$ cat config.mk
export PLATFORM = sky130hd
export DESIGN_NAME = branch_ctrl_flat
export DESIGN_NICKNAME = d
export VERILOG_FILES = /design/src/rtl/branch_ctrl_if.sv /design/src/rtl/branch_ctrl.sv /design/src/flat_wrapper.sv
export SDC_FILE = /design/constraint.sdc
export NUM_CORES = 1
export LEC_CHECK = 0
export ABC_AREA = 1
export BUFFER_PORTS_ARGS = -buffer_cell sky130_fd_sc_hd__buf_4
export CORE_MARGIN = 2
export CORE_UTILIZATION = 24
export DETAILED_ROUTE_END_ITERATION = 8
export GPL_ROUTABILITY_DRIVEN = 0
export PLACE_DENSITY = 0.51
export SKIP_LAST_GASP = 1
export SLEW_MARGIN = 20
export SYNTH_ARGS = -nofsm -noshare
export SYNTH_HDL_FRONTEND = slang
export SYNTH_SLANG_ARGS = --single-unit
$ cat constraint.sdc
create_clock -name clk -period 7 [get_ports clk]
set_input_delay 1.4 -clock clk [delete_from_list [all_inputs] [get_ports clk]]
set_output_delay 1.4 -clock clk [all_outputs]
set_load 0.02 [all_outputs]
$ cat src/rtl/branch_ctrl_if.sv
// Bundle between the branch controller and the pipeline: ID/EX branch info in,
// flush/redirect/predictor-update/statistics out.
interface branch_ctrl_if #(
   parameter int PC_W = 32
);
   logic            stall;
   logic            btype_ID;
   logic            pred_ID;
   logic [PC_W-1:0] pc_ID;
   logic [PC_W-1:0] target_ID;
   logic            branch_result_EX;
   logic            flush;
   logic            redirect_valid;
   logic [PC_W-1:0] redirect_pc;
   logic            upd_valid;
   logic            upd_taken;
   logic [15:0]     stat_total;
   logic [15:0]     stat_miss;

   modport master (
      output stall, btype_ID, pred_ID, pc_ID, target_ID, branch_result_EX,
      input  flush, redirect_valid, redirect_pc, upd_valid, upd_taken,
             stat_total, stat_miss
   );

   modport slave (
      input  stall, btype_ID, pred_ID, pc_ID, target_ID, branch_result_EX,
      output flush, redirect_valid, redirect_pc, upd_valid, upd_taken,
             stat_total, stat_miss
   );
endinterface

$ cat src/rtl/branch_ctrl.sv
// Branch resolution/recovery controller: carries the ID prediction to EX, emits predictor
// updates, flush and PC redirect. Define BRANCH_STATS_EN to build the statistics counters.
module branch_ctrl #(
   parameter int          PC_W      = 32,
   parameter int unsigned FLUSH_CYC = 2
) (
   input logic          clk,
   input logic          reset,
   branch_ctrl_if.slave bus
);
   localparam logic [1:0] S_IDLE  = 2'd0;
   localparam logic [1:0] S_PEND  = 2'd1;
   localparam logic [1:0] S_FLUSH = 2'd2;
   localparam logic [2:0] C_INIT  = 3'(FLUSH_CYC - 1);

   logic [1:0]      r_state;
   logic            r_pred;
   logic [PC_W-1:0] r_tgt;
   logic [PC_W-1:0] r_fall;
   logic [2:0]      r_cnt;

   logic w_resolve;
   logic w_mis;
   logic w_flush;
   logic w_cap;

   assign w_resolve = (r_state == S_PEND) & ~bus.stall;
   assign w_mis     = w_resolve & (r_pred ^ bus.branch_result_EX);
   assign w_flush   = w_mis | (r_state == S_FLUSH);
   // A new branch may enter the slot only when the slot frees without a mispredict.
   assign w_cap     = bus.btype_ID & ~bus.stall & ~w_flush &
                      ((r_state == S_IDLE) | (w_resolve & ~w_mis));

   assign bus.flush          = w_flush;
   assign bus.upd_valid      = w_resolve;
   assign bus.upd_taken      = w_resolve & bus.branch_result_EX;
   assign bus.redirect_valid = w_mis;
   assign bus.redirect_pc    = w_mis ? (bus.branch_result_EX ? r_tgt : r_fall) : '0;

   always_ff @(posedge clk or posedge reset) begin
      if (reset) begin
         r_state <= S_IDLE;
         r_pred  <= 1'b0;
         r_tgt   <= '0;
         r_fall  <= '0;
         r_cnt   <= '0;
      end else begin
         if (w_cap) begin
            r_pred <= bus.pred_ID;
            r_tgt  <= bus.target_ID;
            r_fall <= bus.pc_ID + PC_W'(4);
         end
         case (r_state)
            S_IDLE: begin
               if (w_cap) r_state <= S_PEND;
            end
            S_PEND: begin
               if (!bus.stall) begin
                  if (w_mis) begin
                     if (FLUSH_CYC == 1) begin
                        r_state <= S_IDLE;
                     end else begin
                        r_state <= S_FLUSH;
                        r_cnt   <= C_INIT;
                     end
                  end else if (w_cap) begin
                     r_state <= S_PEND;
                  end else begin
                     r_state <= S_IDLE;
                  end
               end
            end
            S_FLUSH: begin
               // The mispredict cycle already counted as one flush cycle.
               if (!bus.stall) begin
                  r_cnt <= r_cnt - 3'd1;
                  if (r_cnt <= 3'd1) r_state <= S_IDLE;
               end
            end
            default: r_state <= S_IDLE;
         endcase
      end
   end

`ifdef BRANCH_STATS_EN
   logic [15:0] r_total;
   logic [15:0] r_miss;

   always_ff @(posedge clk or posedge reset) begin
      if (reset) begin
         r_total <= '0;
         r_miss  <= '0;
      end else begin
         if (w_resolve && (r_total != 16'hFFFF)) r_total <= r_total + 16'd1;
         if (w_mis && (r_miss != 16'hFFFF))      r_miss  <= r_miss + 16'd1;
      end
   end

   assign bus.stat_total = r_total;
   assign bus.stat_miss  = r_miss;
`else
   assign bus.stat_total = '0;
   assign bus.stat_miss  = '0;
`endif
endmodule

$ cat src/flat_wrapper.sv
// flat-port wrapper written by rule: the top's interface ports become plain ports
module branch_ctrl_flat 
#(
   parameter int          PC_W      = 32,
   parameter int unsigned FLUSH_CYC = 2
)
  (clk, reset, bus_stall, bus_btype_ID, bus_pred_ID, bus_pc_ID, bus_target_ID, bus_branch_result_EX, bus_flush, bus_redirect_valid, bus_redirect_pc, bus_upd_valid, bus_upd_taken, bus_stat_total, bus_stat_miss);
  branch_ctrl_if #(.PC_W(PC_W)) bus_i ();
  input logic clk;
  input logic reset;
  input wire logic [$bits(bus_i.stall)-1:0] bus_stall;
  input wire logic [$bits(bus_i.btype_ID)-1:0] bus_btype_ID;
  input wire logic [$bits(bus_i.pred_ID)-1:0] bus_pred_ID;
  input wire logic [$bits(bus_i.pc_ID)-1:0] bus_pc_ID;
  input wire logic [$bits(bus_i.target_ID)-1:0] bus_target_ID;
  input wire logic [$bits(bus_i.branch_result_EX)-1:0] bus_branch_result_EX;
  output wire logic [$bits(bus_i.flush)-1:0] bus_flush;
  output wire logic [$bits(bus_i.redirect_valid)-1:0] bus_redirect_valid;
  output wire logic [$bits(bus_i.redirect_pc)-1:0] bus_redirect_pc;
  output wire logic [$bits(bus_i.upd_valid)-1:0] bus_upd_valid;
  output wire logic [$bits(bus_i.upd_taken)-1:0] bus_upd_taken;
  output wire logic [$bits(bus_i.stat_total)-1:0] bus_stat_total;
  output wire logic [$bits(bus_i.stat_miss)-1:0] bus_stat_miss;
  assign bus_i.stall = bus_stall;
  assign bus_i.btype_ID = bus_btype_ID;
  assign bus_i.pred_ID = bus_pred_ID;
  assign bus_i.pc_ID = bus_pc_ID;
  assign bus_i.target_ID = bus_target_ID;
  assign bus_i.branch_result_EX = bus_branch_result_EX;
  assign bus_flush = bus_i.flush;
  assign bus_redirect_valid = bus_i.redirect_valid;
  assign bus_redirect_pc = bus_i.redirect_pc;
  assign bus_upd_valid = bus_i.upd_valid;
  assign bus_upd_taken = bus_i.upd_taken;
  assign bus_stat_total = bus_i.stat_total;
  assign bus_stat_miss = bus_i.stat_miss;
  branch_ctrl #(.PC_W(PC_W), .FLUSH_CYC(FLUSH_CYC)) u_core (.clk(clk), .reset(reset), .bus(bus_i));
endmodule
==> impl_metrics.json <==
{
  "status": "complete, no violations",
  "avgSynthCellArea_um2": 6.66,
  "post-cts-setup-buffer-count": 0,
  "yosysMostFrequentCell": "nand2_1",
  "rsz0062_at_grt": "false",
  "critical_path_class": "in2reg",
  "die_w_um": 138,
  "p_leak_nw": 2.88,
  "r2r_cells": 9,
  "drt_first_iter_violations": 211,
  "synthCells": 646,
  "h-tree-depth": 3,
  "numPortBuffers": 105,
  "grt_first_pass_wirelength_um": 20500,
  "synthTopCellsByCount": "316 x nand2_1, 70 x dfrtp_1, 62 x nor2_1",
  "drv_slew": 0,
  "wl_per_cell_um": 13.4,
  "antenna_found_initial": 0,
  "clockBufferDepth": 2,
  "fin_tns_setup_ns": 0,
  "vias": 3931,
  "grt_start_max_net_pins": 71,
  "yosys_warnings": 0,
  "nets": 813,
  "clk_pin_slew_ns": 0.06,
  "synth.ff_latch_count": 70,
  "peakVddDrop_mv": 0.108,
  "p_seq_share_pct": 40.3,
  "drtAntennaViolNets": 0,
  "hold_viol": 0,
  "overflow": 0,
  "core.rowCount": 48,
  "synth_top_area_cell": "dfrtp_1",
  "clk_latency_ns": 0.33,
  "p_sw_share_pct": 36.5,
  "synthDistinctLibCells": 26,
  "cts_hold_buf": 0,
  "worst_setup_path_end_kind": "register",
  "drcViolationCount": 0,
  "worst_pin_slew_ns": 0.944,
  "fin_crit_sh_pct": 70.4,
  "crit_fanout": 58,
  "p_int_mw": 1.10,
  "max_freq_ghz": 0.203,
  "dp_hpwl_um": 9510,
  "dr.pass1.iters": 4,
  "slew_headroom_pct": 37.1,
  "stdcell_count": 968,
  "reg2reg_to": "u_core.r_fall[28]$_DFFE_PP0P_",
  "synth_area_leaders": "dfrtp_1 41%, nand2_1 28%, buf_4 7.0%",
  "p_sw_mw": 0.631,
  "ys_seq_area_share_pct": 40.7,
  "die_h_um": 138,
  "hold-path-endpoint": "u_core.r_fall[11]$_DFFE_PP0P_",
  "antenna_cells": 0,
  "power_frac_comb_pct": 32.9,
  "boundaryPins": 138,
  "hold_depth": 2,
  "powerDensity_mw_per_mm2": 318,
  "layout-drive-gt1-share_pct": 17.0,
  "arrival_ns": 5.15,
  "yosys.area.top_type_share_pct": 40.7,
  "dieArea_mm2": 0.0190,
  "maxCapViolations": 0,
  "finalSetupViolations": 0,
  "synthesis.area_mm2": 0.00430,
  "synth-async-reset-ratio_pct": 100,
  "synth_edf_count": 0,
  "via_per_inst": 4.06,
  "hold_path.class": "reg2reg",
  "cts_resized": 0,
  "rr_startpoint": "u_core.r_state[1]$_DFFE_PP0P_",
  "dp_cells": 954,
  "cp-start-kind": "input port",
  "clock_skew_ns": 0.00344,
  "root_buffer": "clkbuf_16",
  "hp-start": "u_core.r_fall[11]$_DFFE_PP0P_",
  "crit_required_ns": 7.22,
  "synthToLayoutAreaGrowth_pct": 26.1,
  "r2r_slack_ns": 3.42,
  "grt_pass1_vias": 3927,
  "routed_wl_um": 13000,
  "clock-sinks": 70,
  "dominantRegCellSynth": "dfrtp_1",
  "initial_core_util_pct": 24.7,
  "numCtsBuffers": 9,
  "clkPwrFrac_pct": 26.8,
  "grt_usage_pct": 14.3,
  "post-route-min-period_ns": 4.93,
  "cts_tree": "built",
  "coreArea_mm2": 0.0174
}
==> through the flow <==
step           worst slack, ns  area [µm²]  hold WS (ns)  total power, mW  util [%]
6_report                  2.07        5430         0.469             1.73      31.2
5_1_grt                   1.48        5430         0.491             1.88      31.2
2_1_floorplan             3.20        4420         0.442             1.13         -
4_1_cts                   2.27        5430         0.473             1.76      31.2
3_5_place_dp              1.92        5140         0.459             1.29      29.5
3_3_place_gp              2.03        5140         0.456             1.27      29.5
==> placed cells by master (no fill, tap or decap), drive strengths merged <==
master  synthesis  routed
ha              3       3
nand2         317     317
xnor2           7       7
xor2            9       9
buf            47     107
dfrtp          70      70
a211o           1       1
a21oi          34      34
clkbuf          8      13
o21ai          13      13
conb            1      32
bufinv          0       1
nand3          23      23
clkinv          0       1
and2            1       1
nor2           64      64
nor3            1       1
o22ai           1       1
o21bai          2       2
nand3b          1       1
inv            43      42
==> registers in the layout (all words and copies together), names as in the netlist <==
| signal | count |
|---|---|
| u_core.r_fall | 32 |
| u_core.r_tgt | 32 |
| u_core.r_cnt | 3 |
| u_core.r_state | 2 |
| u_core.r_pred | 1 |
==> per-layer routing <==
| metal | track usage, % | vias to the layer above | routed length (µm) |
|---|---|---|---|
| li1 | - | 2096 | - |
| met1 | 19.7 | 1741 | 6280 |
| met2 | 22.2 | 90 | 5860 |
| met3 | 3.58 | 4 | 765 |
| met4 | 4.08 | 0 | 70 |
| met5 | 0 | - | 0 |
==> power by group through the flow <==
stage / clock, mW / combinational (mW) / sequential [mW]
finish: 0.463 / 0.569 / 0.696
global route: 0.494 / 0.665 / 0.724
CTS: 0.476 / 0.583 / 0.698
detailed placement: 0 / 0.583 / 0.703
global placement: 0 / 0.566 / 0.708
floorplan: 0 / 0.450 / 0.676
==> final cells by class <==
class | count | area, µm²
Clock buffer | 13 | 260
Clock inverter | 1 | 30.0
Fill cell | 1957 | 12000
Inverter | 43 | 163
Multi-Input combinational cell | 509 | 2140
Sequential cell | 70 | 1750
Tap cell | 225 | 282
Timing Repair Buffer | 107 | 803
==> cell families (layout without fill, tap and decap cells) <==
| kind of cell | count (synthesis) | count (layout) | synth area share [%] |
|---|---|---|---|
| simple gates | 407 | 407 | 36.5 |
| flops | 70 | 70 | 40.7 |
| buf+inv | 98 | 164 | 12.4 |
| compound gates | 51 | 51 | 6.16 |
| fa+ha+maj | 3 | 3 | 0.872 |
| xor+xnor | 16 | 16 | 3.26 |
| other cells | 1 | 32 | 0.0871 |
==> how the worst max path moves through the flow <==
stage                    startpoint                            end  slack, ns
3_3_place_gp   bus_branch_result_EX  u_core.r_fall[10]$_DFFE_PP0P_       2.03
4_1_cts        bus_branch_result_EX            bus_redirect_pc[26]       2.27
6_report       bus_branch_result_EX  u_core.r_fall[28]$_DFFE_PP0P_       2.07
3_5_place_dp   bus_branch_result_EX  u_core.r_fall[28]$_DFFE_PP0P_       1.92
5_1_grt        bus_branch_result_EX   u_core.r_fall[7]$_DFFE_PP0P_       1.48
2_1_floorplan             bus_stall            bus_redirect_pc[30]       3.20
==> worst max-delay path, stage by stage <==
cell and delay [ns]:
buf_4 0.37, inv_2 0.33, nand2_1 0.13, nand2_1 0.08, nand2_2 0.53, nand3_1 0.23
nor2_4 0.72, clkinv_2 0.94, nand2_1 0.28, nand2_1 0.07
No activity file was read; power rests on OpenSTA's default activity.
